--- config.mk ---
export PLATFORM = sky130hd
export DESIGN_NAME = mackerel_bus_ack
export DESIGN_NICKNAME = d
export VERILOG_FILES = /design/src/rtl/mackerel_bus_ack.sv
export SDC_FILE = /design/constraint.sdc
export NUM_CORES = 1
export LEC_CHECK = 0
export CAP_MARGIN = 20
export CORE_UTILIZATION = 33
export CTS_CLUSTER_SIZE = 30
export DETAILED_ROUTE_END_ITERATION = 10
export GPL_ROUTABILITY_DRIVEN = 0
export PLACE_DENSITY_LB_ADDON = 0.3
export SYNTH_ARGS = -nofsm -noshare
export SYNTH_HDL_FRONTEND = slang
export SYNTH_SLANG_ARGS = --single-unit
--- constraint.sdc ---
create_clock -name CLK -period 2.9 [get_ports CLK]
set_input_delay 0.435 -clock CLK [delete_from_list [all_inputs] [get_ports CLK]]
set_output_delay 0.435 -clock CLK [all_outputs]
set_load 0.02 [all_outputs]
--- src/rtl/mackerel_bus_ack.sv ---
// mackerel_bus_ack: 68000 DTACK generator with per-region wait states and BERR watchdog
module mackerel_bus_ack #(
    parameter int ROM_WAIT     = 2,
    parameter int RAM_WAIT     = 0,
    parameter int BERR_TIMEOUT = 64,
    parameter int CNT_W        = 8
) (
    input  logic       CLK,
    input  logic       RST,
    input  logic       AS,
    input  logic       ROMEN,
    input  logic [3:0] RAMEN,
    input  logic       MFPEN,
    input  logic       IACK,
    input  logic       DTACK_MFP,
    output logic       DTACK,
    output logic       BERR,
    output logic [7:0] BERR_COUNT
);
    typedef enum logic [1:0] {IDLE, WAIT, ACK, FAULT} state_t;
    typedef enum logic [1:0] {C_NONE, C_ROM, C_RAM, C_MFP} cls_t;

    localparam logic [CNT_W-1:0] ROM_W = CNT_W'(ROM_WAIT);
    localparam logic [CNT_W-1:0] RAM_W = CNT_W'(RAM_WAIT);
    localparam logic [CNT_W-1:0] TMO   = CNT_W'(BERR_TIMEOUT);

    state_t           state, state_n;
    cls_t             cls, cls_n, cls_in;
    logic [CNT_W-1:0] cnt, cnt_n, start_w, cur_w;
    logic             start_mem, cur_mem, done, dtack_d, berr_d, fault_entry;

    // State, class, counter and registered outputs
    always_ff @(posedge CLK or negedge RST) begin
        if (!RST) begin
            state      <= IDLE;
            cls        <= C_NONE;
            cnt        <= '0;
            DTACK      <= 1'b1;
            BERR       <= 1'b1;
            BERR_COUNT <= 8'd0;
        end else begin
            state      <= state_n;
            cls        <= cls_n;
            cnt        <= cnt_n;
            DTACK      <= dtack_d;
            BERR       <= berr_d;
            BERR_COUNT <= BERR_COUNT + {7'd0, fault_entry && BERR_COUNT != 8'hFF};
        end
    end

    // Next state: classify at cycle start, then wait for ack, timeout or abort
    always_comb begin
        cls_in    = !IACK ? C_MFP : !ROMEN ? C_ROM : (RAMEN != 4'hF) ? C_RAM : !MFPEN ? C_MFP : C_NONE;
        start_mem = cls_in == C_ROM || cls_in == C_RAM;
        start_w   = cls_in == C_ROM ? ROM_W : RAM_W;
        cur_mem   = cls == C_ROM || cls == C_RAM;
        cur_w     = cls == C_ROM ? ROM_W : RAM_W;
        done      = cur_mem ? cnt == cur_w : cls == C_MFP && !DTACK_MFP;
        state_n   = state;
        cls_n     = cls;
        cnt_n     = cnt;
        case (state)
            IDLE: begin
                cls_n   = AS ? cls : cls_in;
                cnt_n   = AS ? '0 : CNT_W'(1);
                state_n = AS ? IDLE : (start_mem && start_w == '0) ? ACK : WAIT;
            end
            WAIT: begin
                state_n = AS ? IDLE : done ? ACK : cnt == TMO ? FAULT : WAIT;
                cnt_n   = AS ? '0 : cnt == TMO ? cnt : cnt + CNT_W'(1);
            end
            ACK:     state_n = AS ? IDLE : ACK;
            default: state_n = AS ? IDLE : FAULT;
        endcase
    end

    // Output decode from the next state so the pins change on the deciding edge
    always_comb begin
        dtack_d     = state_n != ACK;
        berr_d      = state_n != FAULT;
        fault_entry = state_n == FAULT && state != FAULT;
    end
endmodule
==> reports/results.ini, run 1 <==
[power]
power_density_nw_per_um2 = 553
cellLeakagePower_nw = 0.667
p_total_w = 0.000821
max-vdd-ir-drop_mv = 0.386

[clock_network]
h-tree-depth = 1
clk_pin_slew_ns = 0.13
cts_inserted_buffers = 3
cts-root-buf = clkbuf_4
holdBufCountCts = 0
cts.sinks = 22
cts_resized = 0
cts_tree = built
cts_buffer_depth = 2
insertion_delay_ns = 0.31
post-cts-setup-buffers = 0

[final_layout]
drive_above_1_share_pct = 12.2
final_nets = 157
antennaDiodeCount = 0
mostFrequentLayoutCells = dfrtp_1 (20), clkdlybuf4s50_1 (20), nor2_1 (10)
syn_to_final_growth_pct = 26.7

[timing]
fin_crit_ns = 2.59
clock_skew_ns = 0.00244
relSlewSlack_pct = 71.9
final_hold_viol_count = 0
setup-tns-final_ns = 0
rsz0062_at_grt = false
tightest_slew_ns = 0.419
drv_slew = 0
fin_crit_sh_pct = 89.4
setup_violations = 0
fmax_ghz = 0.386

[global_routing]
grt_pass1_vias = 896
grt_max_degree = 23
grt_usage_pct = 14.1
grt_antenna_before_repair = 0
grt_pass1_wl_um = 3960
overflow = 0

[place]
hpwl_um = 1710
port_buffers = 20

[critical_path]
worstSetupPathType = reg -> reg
slowest_delay_ns = 0.56
worst_setup_path_start_kind = flip-flop
critPathMaxFanout = 6
slowest_stage = or4_4
cpLargestDelayFamily = simple AND/OR/NAND/NOR gates
regToRegEndpoint = BERR_COUNT[4]$_DFF_PN0_
endpoint_kind = flip-flop
crit_chain = or4_4 > or4_4 > and2_4 > and3_1 > ha_1 > ha_1 > nand3_1 > xnor2_1
crit_arrival_ns = 2.84
path_depth = 8
rrSetupSlack_ns = 0.31
rr_worst_depth = 8
worstPathRequired_ns = 3.14
critPathBufInv = 0
r2r-start = cnt[3]$_DFFE_PN0P_

[detailed_routing]
drtAntennaViolNets = 0
remaining_drc_errors = 0
num_vias = 921
drt_first_pass_iters = 4
vias_per_cell = 4.98
wire_per_inst_um = 12.3
wirelength_um = 2270
dr.first_iter.drc_count = 14

[logic_synthesis]
syn_avg_cell_area_um2 = 10.3
async_reset_ff_share_pct = 100
synth-seq-cells = 22
synth_edf_count = 0
synthFlopType = dfrtp_1
syn_area_um2 = 1170
synth.distinct_cells = 38
syn_inst = 114
ys_seq_area_share_pct = 47.2
syn-num-nets = 131
synth_warnings = 0

[floorplanning]
die_w_um = 61.6
io_pins = 21
coreArea_um2 = 3360
die_h_um = 61.6
start_util_pct = 34.9
die-area_um2 = 3800
rows = 21

[hold_path]
hold_class = in -> async

[run]
cap_violations = 0

[outcome]
outcome = finished clean

synthesized netlist by cell type (2+ instances only):
library cell	instances	area share, %
dfrtp_1	20	43
nor2_1	10	3.2
nand3_1	7	3.0
ha_1	6	6.4
and3_1	5	2.7
inv_1	5	1.6
nand2_1	5	1.6
o21ai_0	5	2.1
xnor2_1	5	3.7
nand2b_1	4	2.1
nor3_1	4	1.7
xor2_1	4	3.0
a21oi_1	3	1.3
clkbuf_1	3	0.96
a31oi_1	2	1.1
dfstp_2	2	4.5
nand4_1	2	1.1
or4_4	2	1.9
sequential cells by signal (all words and copies together), names as in the netlist:
| register | flops |
|---|---|
| state | 2 |
| cnt | 8 |
| BERR_COUNT | 8 |
| BERR | 1 |
| cls | 2 |
| DTACK | 1 |
cell type report:
| class | instances | area [um^2] |
|---|---|---|
| fill | 348 | 1880 |
| multi-input combinational | 84 | 589 |
| sequential | 22 | 553 |
| timing repair buffer | 24 | 230 |
| tap | 46 | 57.6 |
| clock buffer | 4 | 36.3 |
| inverter | 5 | 18.8 |
per-stage QoR:
step	util [%]	hold slack (ns)	area (um^2)	cells	setup WS, ns
after detailed placement	43.1	0.501	1450	181	0.330
after floorplan	-	0.139	1170	114	0.443
after CTS	44.2	0.461	1490	185	0.295
after global routing	44.2	0.473	1490	185	0.175
final	44.2	0.465	1490	185	0.308
after global placement	43.1	0.483	1450	181	0.381
cells by family after synthesis:
kind of cell / count (synthesis) / synth area share, %
AND/OR/NAND/NOR: 48 / 23.4
flip-flops: 22 / 47.2
AO/OA/AOI/OAI: 19 / 12.0
XOR/XNOR: 9 / 6.72
buffers and inverters: 8 / 2.56
adder cells (fa/ha/maj): 6 / 6.40
multiplexers: 2 / 1.81
worst max path at each step:
stage               slack, ns          startpoint                      end
floorplan                0.44  cnt[3]$_DFFE_PN0P_  BERR_COUNT[4]$_DFF_PN0_
global placement         0.38  cnt[3]$_DFFE_PN0P_  BERR_COUNT[4]$_DFF_PN0_
detailed placement       0.33  cnt[3]$_DFFE_PN0P_  BERR_COUNT[4]$_DFF_PN0_
CTS                      0.29  cnt[3]$_DFFE_PN0P_  BERR_COUNT[4]$_DFF_PN0_
global route             0.17  cnt[3]$_DFFE_PN0P_  BERR_COUNT[4]$_DFF_PN0_
finish                   0.31  cnt[3]$_DFFE_PN0P_  BERR_COUNT[4]$_DFF_PN0_
per-layer routing:
metal / global-route usage [%] / up-vias / share of wire [%]
li1: - / 460 / -
met1: 19.5 / 443 / 50
met2: 22.9 / 16 / 46
met3: 2.10 / 2 / 3.0
met4: 4.13 / 0 / 0.97
met5: 0 / - / 0
power by group:
group	switching [W]	total (W)	internal, W
combinational	0.000131	0.000262	0.000131
sequential	0.0000394	0.000387	0.000347
clock	0.0000954	0.000172	0.0000767
(Power assumes the default switching activity.)
==> run 2, diff against run 1 <==
SLEW_MARGIN = 5   (was default)
==> results of run 2 <==
No change in the layout: final DEF, timing and power equal those of run 1.
